### config.mk
export PLATFORM = sky130hd
export DESIGN_NAME = counter_updown_mod_flat
export DESIGN_NICKNAME = d
export VERILOG_FILES = /design/src/rtl/counter_updown_mod_if.sv /design/src/rtl/counter_updown_mod.sv /design/src/flat_wrapper.sv
export SDC_FILE = /design/constraint.sdc
export NUM_CORES = 1
export LEC_CHECK = 0
export CORE_MARGIN = 4
export CORE_UTILIZATION = 30
export CTS_BUF_LIST = sky130_fd_sc_hd__clkbuf_8
export DETAILED_ROUTE_END_ITERATION = 8
export DONT_BUFFER_PORTS = 1
export GPL_ROUTABILITY_DRIVEN = 1
export PLACE_DENSITY = 0.54
export SLEW_MARGIN = 25
export SYNTH_ARGS = -nofsm -noshare
export SYNTH_HDL_FRONTEND = slang
export SYNTH_SLANG_ARGS = --single-unit
### constraint.sdc
create_clock -name clk -period 4.4 [get_ports clk]
set_clock_uncertainty 0.05 [all_clocks]
set_input_delay 0.88 -clock clk [delete_from_list [all_inputs] [get_ports clk]]
set_output_delay 0.88 -clock clk [all_outputs]
set_load 0.03 [all_outputs]
### src/rtl/counter_updown_mod_if.sv
// Bus bundle for counter_updown_mod: control/data inputs driven by the
// user of the counter and the registered count plus status flags it returns.
interface counter_updown_mod_if #(
  parameter int WIDTH  = 4,
  parameter int STEP_W = 2
);

  logic              en;
  logic              down;
  logic [STEP_W-1:0] step;
  logic              load;
  logic [WIDTH-1:0]  load_val;
  logic [WIDTH-1:0]  limit;
  logic [WIDTH-1:0]  out;
  logic              wrap;
  logic              step_err;
  logic              at_zero;
  logic              at_limit;

  // Side that controls the counter and observes its value
  modport master (
    output en, down, step, load, load_val, limit,
    input  out, wrap, step_err, at_zero, at_limit
  );

  // The counter itself
  modport slave (
    input  en, down, step, load, load_val, limit,
    output out, wrap, step_err, at_zero, at_limit
  );

endinterface

### src/rtl/counter_updown_mod.sv
// Up/down counter with programmable step, runtime modulus (limit + 1) and
// parallel load. SATURATE selects between modulo wrap and clamping at the
// ends of the range. wrap and step_err are registered one-cycle pulses;
// at_zero and at_limit are decoded combinationally from the count.
module counter_updown_mod #(
  parameter int WIDTH    = 4,
  parameter int STEP_W   = 2,
  parameter bit SATURATE = 1'b0
) (
  input logic                clk,
  input logic                rst,
  counter_updown_mod_if.slave bus
);

  localparam int EW = WIDTH + 1;

  logic [WIDTH-1:0] count_q;
  logic [WIDTH-1:0] count_d;
  logic             wrap_q;
  logic             wrap_d;
  logic             err_q;
  logic             err_d;

  // One extra bit so that limit + 1 and count + step never overflow
  logic [EW-1:0]    count_x;
  logic [EW-1:0]    limit_x;
  logic [EW-1:0]    mod_x;
  logic [EW-1:0]    step_x;
  logic [EW-1:0]    sum_x;
  logic [WIDTH-1:0] step_n;
  logic [WIDTH-1:0] up_wrapped;
  logic [WIDTH-1:0] down_plain;
  logic [WIDTH-1:0] down_wrapped;
  logic [WIDTH-1:0] load_clamped;

  assign count_x = EW'(count_q);
  assign limit_x = EW'(bus.limit);
  assign mod_x   = limit_x + EW'(1);
  assign step_x  = EW'(bus.step);
  assign sum_x   = count_x + step_x;
  assign step_n  = WIDTH'(bus.step);

  // Wrapped results always land inside 0..limit, so they are exact when
  // evaluated modulo 2**WIDTH
  assign up_wrapped   = count_q + step_n - bus.limit - WIDTH'(1);
  assign down_plain   = count_q - step_n;
  assign down_wrapped = count_q + bus.limit + WIDTH'(1) - step_n;
  assign load_clamped = (bus.load_val > bus.limit) ? bus.limit : bus.load_val;

  // Next count and pulse flags: load first, then enabled counting, else hold
  always_comb begin
    count_d = count_q;
    wrap_d  = 1'b0;
    err_d   = 1'b0;
    if (bus.load) begin
      count_d = load_clamped;
    end else if (bus.en) begin
      if (step_x > mod_x) begin
        err_d = 1'b1;
      end else if (bus.step == '0) begin
        count_d = count_q;
      end else if (count_x > limit_x) begin
        wrap_d = 1'b1;
        if (bus.down || SATURATE) begin
          count_d = bus.limit;
        end else begin
          count_d = '0;
        end
      end else if (!bus.down) begin
        if (sum_x <= limit_x) begin
          count_d = count_q + step_n;
        end else begin
          wrap_d  = 1'b1;
          count_d = SATURATE ? bus.limit : up_wrapped;
        end
      end else begin
        if (step_x <= count_x) begin
          count_d = down_plain;
        end else begin
          wrap_d  = 1'b1;
          count_d = SATURATE ? '0 : down_wrapped;
        end
      end
    end
  end

  // Count and pulse registers, cleared asynchronously by rst
  always_ff @(posedge clk or posedge rst) begin
    if (rst) begin
      count_q <= '0;
      wrap_q  <= 1'b0;
      err_q   <= 1'b0;
    end else begin
      count_q <= count_d;
      wrap_q  <= wrap_d;
      err_q   <= err_d;
    end
  end

  assign bus.out      = count_q;
  assign bus.wrap     = wrap_q;
  assign bus.step_err = err_q;
  assign bus.at_zero  = (count_q == '0);
  assign bus.at_limit = (count_q == bus.limit);

endmodule

### src/flat_wrapper.sv
// flat-port wrapper written by rule: the top's interface ports become plain ports
module counter_updown_mod_flat 
#(
  parameter int WIDTH    = 4,
  parameter int STEP_W   = 2,
  parameter bit SATURATE = 1'b0
)
  (clk, rst, bus_en, bus_down, bus_step, bus_load, bus_load_val, bus_limit, bus_out, bus_wrap, bus_step_err, bus_at_zero, bus_at_limit);
  counter_updown_mod_if #(.WIDTH(WIDTH), .STEP_W(STEP_W)) bus_i ();
  input logic clk;
  input logic rst;
  input wire logic [$bits(bus_i.en)-1:0] bus_en;
  input wire logic [$bits(bus_i.down)-1:0] bus_down;
  input wire logic [$bits(bus_i.step)-1:0] bus_step;
  input wire logic [$bits(bus_i.load)-1:0] bus_load;
  input wire logic [$bits(bus_i.load_val)-1:0] bus_load_val;
  input wire logic [$bits(bus_i.limit)-1:0] bus_limit;
  output wire logic [$bits(bus_i.out)-1:0] bus_out;
  output wire logic [$bits(bus_i.wrap)-1:0] bus_wrap;
  output wire logic [$bits(bus_i.step_err)-1:0] bus_step_err;
  output wire logic [$bits(bus_i.at_zero)-1:0] bus_at_zero;
  output wire logic [$bits(bus_i.at_limit)-1:0] bus_at_limit;
  assign bus_i.en = bus_en;
  assign bus_i.down = bus_down;
  assign bus_i.step = bus_step;
  assign bus_i.load = bus_load;
  assign bus_i.load_val = bus_load_val;
  assign bus_i.limit = bus_limit;
  assign bus_out = bus_i.out;
  assign bus_wrap = bus_i.wrap;
  assign bus_step_err = bus_i.step_err;
  assign bus_at_zero = bus_i.at_zero;
  assign bus_at_limit = bus_i.at_limit;
  counter_updown_mod #(.WIDTH(WIDTH), .STEP_W(STEP_W), .SATURATE(SATURATE)) u_core (.clk(clk), .rst(rst), .bus(bus_i));
endmodule
; After elaboration in Yosys (flattened, before gate mapping)
; Cells that the tools add are included.
[totals]
register_bits = 6
inputBits = 15
[classes]
n_addsub = 9
order_cmp = 5
muxes = 21
eq_ne = 3
n_reduce_logical = 4
[ops]
columns = cell, n
row1 = $mux 4, 10
row2 = $mux 1, 11
row3 = $gt 4x4->1, 2
row4 = $sub 4x2->4, 2
row5 = $add 4x1->5 const B, 1
row6 = $add 4x2->5, 1
row7 = $gt 2x5->1, 1
row8 = $le 5x4->1, 1
row9 = $add 4x1->4 const B, 1
row10 = $add 4x2->4, 1
row11 = $add 4x4->4, 1
row12 = $eq 4x4->1, 1
row13 = $le 2x4->1, 1
row14 = $logic_not 4->1, 1
row15 = $ne 2x2->1 const B, 2
row16 = $sub 4x1->4 const B, 1
row17 = $sub 4x4->4, 1
row18 = $reduce_and 3->1, 1
row19 = $logic_not 2->1, 1
row20 = $reduce_bool 2->1, 1

; Longest topological paths before layout
[logic_depth]
depth_word = 10
mapped_depth = 12
ltp_nobuf = 12

; Least setup slack after synthesis
; OpenSTA, ideal clock, no wires.
[synth_timing]
path_kind = input-to-reg
from = in bus_step[0]
to = reg u_core.count_q[2] (netlist: u_core.bus.out[2])
setup_slack_ns = 1.051
cell_stages = 10
t_arrival_ns = 3.154
required_time_ns = 4.205
cell_sequence = ha_1 -> fa_1 -> xor2_1 -> ha_1 -> a211oi_1 -> a21oi_1 -> a21o_1 -> a22o_1 -> a2111oi_0 -> a221oi_1
[synth_between]
elab_chain_cells = 10
[synth_lines]
columns = element, line
row1 = "start, declared", flat_wrapper.sv:14  ; input wire logic [$bits(bus_i.step)-1:0] bus_step;
row2 = $add 4x2->4, "counter_updown_mod.sv:45, counter_updown_mod.sv:71"
row3 = $sub 4x4->4, counter_updown_mod.sv:45  ; assign up_wrapped = count_q + step_n - bus.limit - WIDTH'(1);
row4 = $sub 4x1->4, counter_updown_mod.sv:45
row5 = $mux 4, counter_updown_mod.sv:70  ; if (sum_x <= limit_x) begin
row6 = $mux 4, counter_updown_mod.sv:69  ; end else if (!bus.down) begin
row7 = $mux 4, counter_updown_mod.sv:62  ; end else if (count_x > limit_x) begin
row8 = $mux 4, counter_updown_mod.sv:60  ; end else if (bus.step == '0) begin
row9 = $mux 4, counter_updown_mod.sv:58  ; if (step_x > mod_x) begin
row10 = $mux 4, counter_updown_mod.sv:57  ; end else if (bus.en) begin
row11 = $mux 4, counter_updown_mod.sv:55  ; if (bus.load) begin
row12 = "end signal, assigned", counter_updown_mod.sv:94  ; count_q <= count_d;
row13 = "end, declared", counter_updown_mod.sv:17  ; logic [WIDTH-1:0] count_q;
; Parallel ways exist; a longest one is shown, timed or not. The select of a mux whose other input is x is not followed.
; A chain may end at the register's enable or synchronous reset.

; Final worst setup path
[layout_timing]
from = reg u_core.count_q[0] (netlist: u_core.bus.out[0])
to = reg u_core.count_q[2] (netlist: u_core.bus.out[2])
[layout_between]
elab_chain_cells = 10
[layout_lines]
columns = element, line
row1 = $add 4x2->4 / $add 4x4->4 (equally long branches), "counter_updown_mod.sv:45, counter_updown_mod.sv:71, counter_updown_mod.sv:47"
row2 = $sub 4x4->4 / $add 4x1->4 (equally long branches), "counter_updown_mod.sv:45, counter_updown_mod.sv:47"
row3 = $sub 4x1->4 / $sub 4x2->4 (equally long branches), "counter_updown_mod.sv:45, counter_updown_mod.sv:47"
row4 = "$mux 4, on equally long branches", "counter_updown_mod.sv:70, counter_updown_mod.sv:77"
row5 = $mux 4, counter_updown_mod.sv:69
row6 = $mux 4 (*), counter_updown_mod.sv:62
row7 = $mux 4 (*), counter_updown_mod.sv:60
row8 = $mux 4 (*), counter_updown_mod.sv:58
row9 = $mux 4 (*), counter_updown_mod.sv:57
row10 = $mux 4 (*), counter_updown_mod.sv:55
; Mark *: on every way between the ends. The rest lies on a longest branch, timed or not. The select of a mux whose other input is x is not followed.

==> impl_metrics.json <==
{
  "tns_ns": 0,
  "setup_violations": 0,
  "nFillCells": 432,
  "io_buffers": 0,
  "clockBufferDepth": 2,
  "cp_num_buf_inv": 0,
  "die_width_um": 73.83,
  "cts_hold_buf": 0,
  "cp.arrival_ns": 3.46,
  "avgSynthCellArea_um2": 8.725,
  "cts_resized": 0,
  "status": "finished clean",
  "ys_ff_latch": 6,
  "tightest_slew_ns": 0.6743,
  "synth_area_um2": 1300,
  "regArea_um2": 150.1,
  "p_leak_uw": 0.0006574,
  "hold_viol_final": 0,
  "crit_fanout": 6,
  "grt_max_degree": 11,
  "clockRootBuffer": "clkbuf_8",
  "cp_top_family": "compound AO/OA/AOI/OAI gates",
  "drtPass1Iterations": 4,
  "slew_headroom_pct": 55.05,
  "final_antenna_net_count": 0,
  "clk_pin_slew_ns": 0.04,
  "yosys_warnings": 0,
  "pin_count": 23,
  "synth_cells": 149,
  "numCtsBuffers": 3,
  "row_count": 23,
  "ir_drop_mv": 0.2591,
  "crit_path_frequent_cell": "ha_1",
  "worstHoldPathType": "in -> async",
  "worstPathCellList": "ha_1 > fa_1 > xor2_1 > ha_1 > a211oi_1 > a21oi_1 > a21o_1 > a22o_1 > a2111oi_0 > a221oi_1",
  "antennaDiodeCount": 0,
  "start_util_pct": 31.81,
  "power.density_nw_per_um2": 568.6,
  "syn_to_final_growth_pct": 6.929,
  "die_area_um2": 5450,
  "syn-num-nets": 195,
  "gp_congestion": 0.9449,
  "vias_per_cell": 5.380,
  "slew_viol_final": 0,
  "start_kind": "register",
  "die_h_um": 73.83,
  "grt_pass1_wl_mm": 5.865,
  "grt_pass1_vias": 1154,
  "num_vias": 1076,
  "path_class": "reg -> reg",
  "core-area_um2": 4086,
  "finalNetCount": 198,
  "post-cts-setup-buffers": 0,
  "grtUsageTotal_pct": 13.98,
  "cts_tree": "yes",
  "drt_wl_total_mm": 3.475,
  "timing.final.crit_share_pct": 78.12,
  "fmax_mhz": 290.9,
  "final_cells": 200,
  "rsz0062_at_grt": "no",
  "yosysUniqueCellTypes": 43,
  "clock-sinks": 6,
  "cp_data_required_time_ns": 4.43,
  "htree_levels": 1,
  "insertion_delay_ns": 0.22,
  "critPathMaxStageDelay_ns": 0.55,
  "drive_gt1_share_pct": 8.000,
  "dp_hpwl_mm": 2.872,
  "route.detailed.drc": 0,
  "synth_seq_area_share_pct": 11.55,
  "period_minus_slack_ns": 3.437,
  "dp_cells": 197,
  "grt_overflow": 0,
  "max_cap_violations": 0,
  "ys_async_sr_fraction_pct": 100.0,
  "drtIter0Drc": 61,
  "synthFlopType": "dfrtp_1",
  "synth-edff-count": 0,
  "wl_per_cell_um": 17.38,
  "slowest_stage": "dfrtp_1",
  "multi_input_area_um2": 1046,
  "crit_path_end_kind": "register",
  "antenna_found_initial": 0
}
-- routing by layer --
metal  wire (µm)  vias up  global-route usage, %
li1            -      540                      -
met4           0        0                  1.408
met3         237        0                  3.557
met1        1630      506                  19.93
met2        1607       30                  21.85
met5           0        -                      0
-- path summary, 6_finish.rpt --
| path | from | end | slack [ns] | cells after the start |
|---|---|---|---|---|
| setup / recovery | u_core.bus.out[0] | u_core.bus.out[2] | 0.96 | 10 |
| hold / removal | rst | u_core.bus.step_err | 0.41 | 1 |
| setup reg to reg | u_core.bus.out[0] | u_core.bus.out[2] | 0.96 | 10 |
| hold reg to reg | u_core.bus.out[2] | u_core.bus.out[2] | 0.92 | 2 |
| max in group asynchronous | rst | u_core.bus.out[1] | 3.71 | 1 |
| min in group clk | bus_load | u_core.bus.out[2] | 0.72 | 1 |
-- through the flow --
stage	worst slack [ns]	power, µW	util, %	hold WS, ns	area, µm²
6_report	0.9625	790.4	34.02	0.4053	1390
5_1_grt	0.7783	874.0	34.02	0.4113	1390
3_5_place_dp	0.8197	707.0	33.01	0.6496	1349
2_1_floorplan	1.051	578.9	-	0.6210	1300
4_1_cts	1.001	793.0	34.02	0.4069	1390
3_3_place_gp	0.8747	701.5	33.01	0.6422	1349
-- cell usage after synthesis (2+ instances only) --
master | instances | area, µm²
nand3b_1 | 3 | 22.52
dfrtp_1 | 6 | 150.1
mux2_2 | 2 | 22.52
xnor2_1 | 5 | 43.79
a211oi_1 | 6 | 45.04
a21oi_2 | 2 | 17.52
a22oi_1 | 3 | 22.52
fa_1 | 5 | 100.1
o21ai_0 | 4 | 20.02
and2_1 | 2 | 12.51
nor2_1 | 6 | 22.52
mux2i_1 | 5 | 50.05
and4_1 | 2 | 17.52
xor2_1 | 4 | 35.03
nand2_1 | 5 | 18.77
and3_1 | 2 | 12.51
ha_1 | 26 | 325.3
a21o_1 | 2 | 15.01
nor3b_1 | 2 | 15.01
a21oi_1 | 7 | 35.03
a2111oi_0 | 2 | 17.52
buf_2 | 2 | 10.01
o211ai_1 | 3 | 22.52
inv_1 | 22 | 82.58
nor2b_1 | 3 | 18.77
-- placed cells by master (no fill, tap or decap), types with 3 or more instances in the layout --
cell type,count
o21ai_0,4
a21oi_1,7
mux2i_1,5
o211ai_1,3
clkbuf_8,3
inv_1,22
a22oi_1,3
nand3b_1,3
xor2_1,4
nor2_1,6
nand2_1,5
xnor2_1,5
fa_1,5
a211oi_1,6
ha_1,26
dfrtp_1,6
nor2b_1,3
-- flip-flops by register name, summed over array words and instances (netlist names) --
name / flops
u_core.bus.out: 4
u_core.bus.step_err: 1
u_core.bus.wrap: 1
-- worst reg2reg max path, stage by stage (launching register included) --
cell and delay [ns]:
dfrtp_1 0.55, ha_1 0.33, fa_1 0.40, xor2_1 0.18, ha_1 0.38, a211oi_1 0.25, a21oi_1 0.13, a21o_1 0.25
a22o_1 0.22, a2111oi_0 0.45, a221oi_1 0.09
-- area by class of cell --
type	instances	area share (%)
Multi-Input combinational cell	118	75.25
Inverter	22	5.941
Tap cell	50	4.500
Clock buffer	3	2.970
Sequential cell	6	10.80
Timing Repair Buffer	1	0.5401
-- cell families (layout without fill, tap and decap cells) --
logic type	count (synthesis)	count (layout)	synth area share, %
and+or+nand+nor	31	31	13.57
AOI/OAI and AO/OA	40	40	22.52
DFF	6	6	11.55
xor gates and xnor gates	9	9	6.063
adders and majority gates	31	31	32.72
buffers and inverters	25	26	7.988
muxes	7	7	5.582
-- power breakdown --
group / switching, µW / internal, µW / total (µW)
Sequential: 85.4 / 71.5 / 157
Combinational: 305 / 247 / 552
Clock: 22.7 / 58.7 / 81.4
Total: 413 / 378 / 790
No activity file was read; power rests on OpenSTA's default activity.
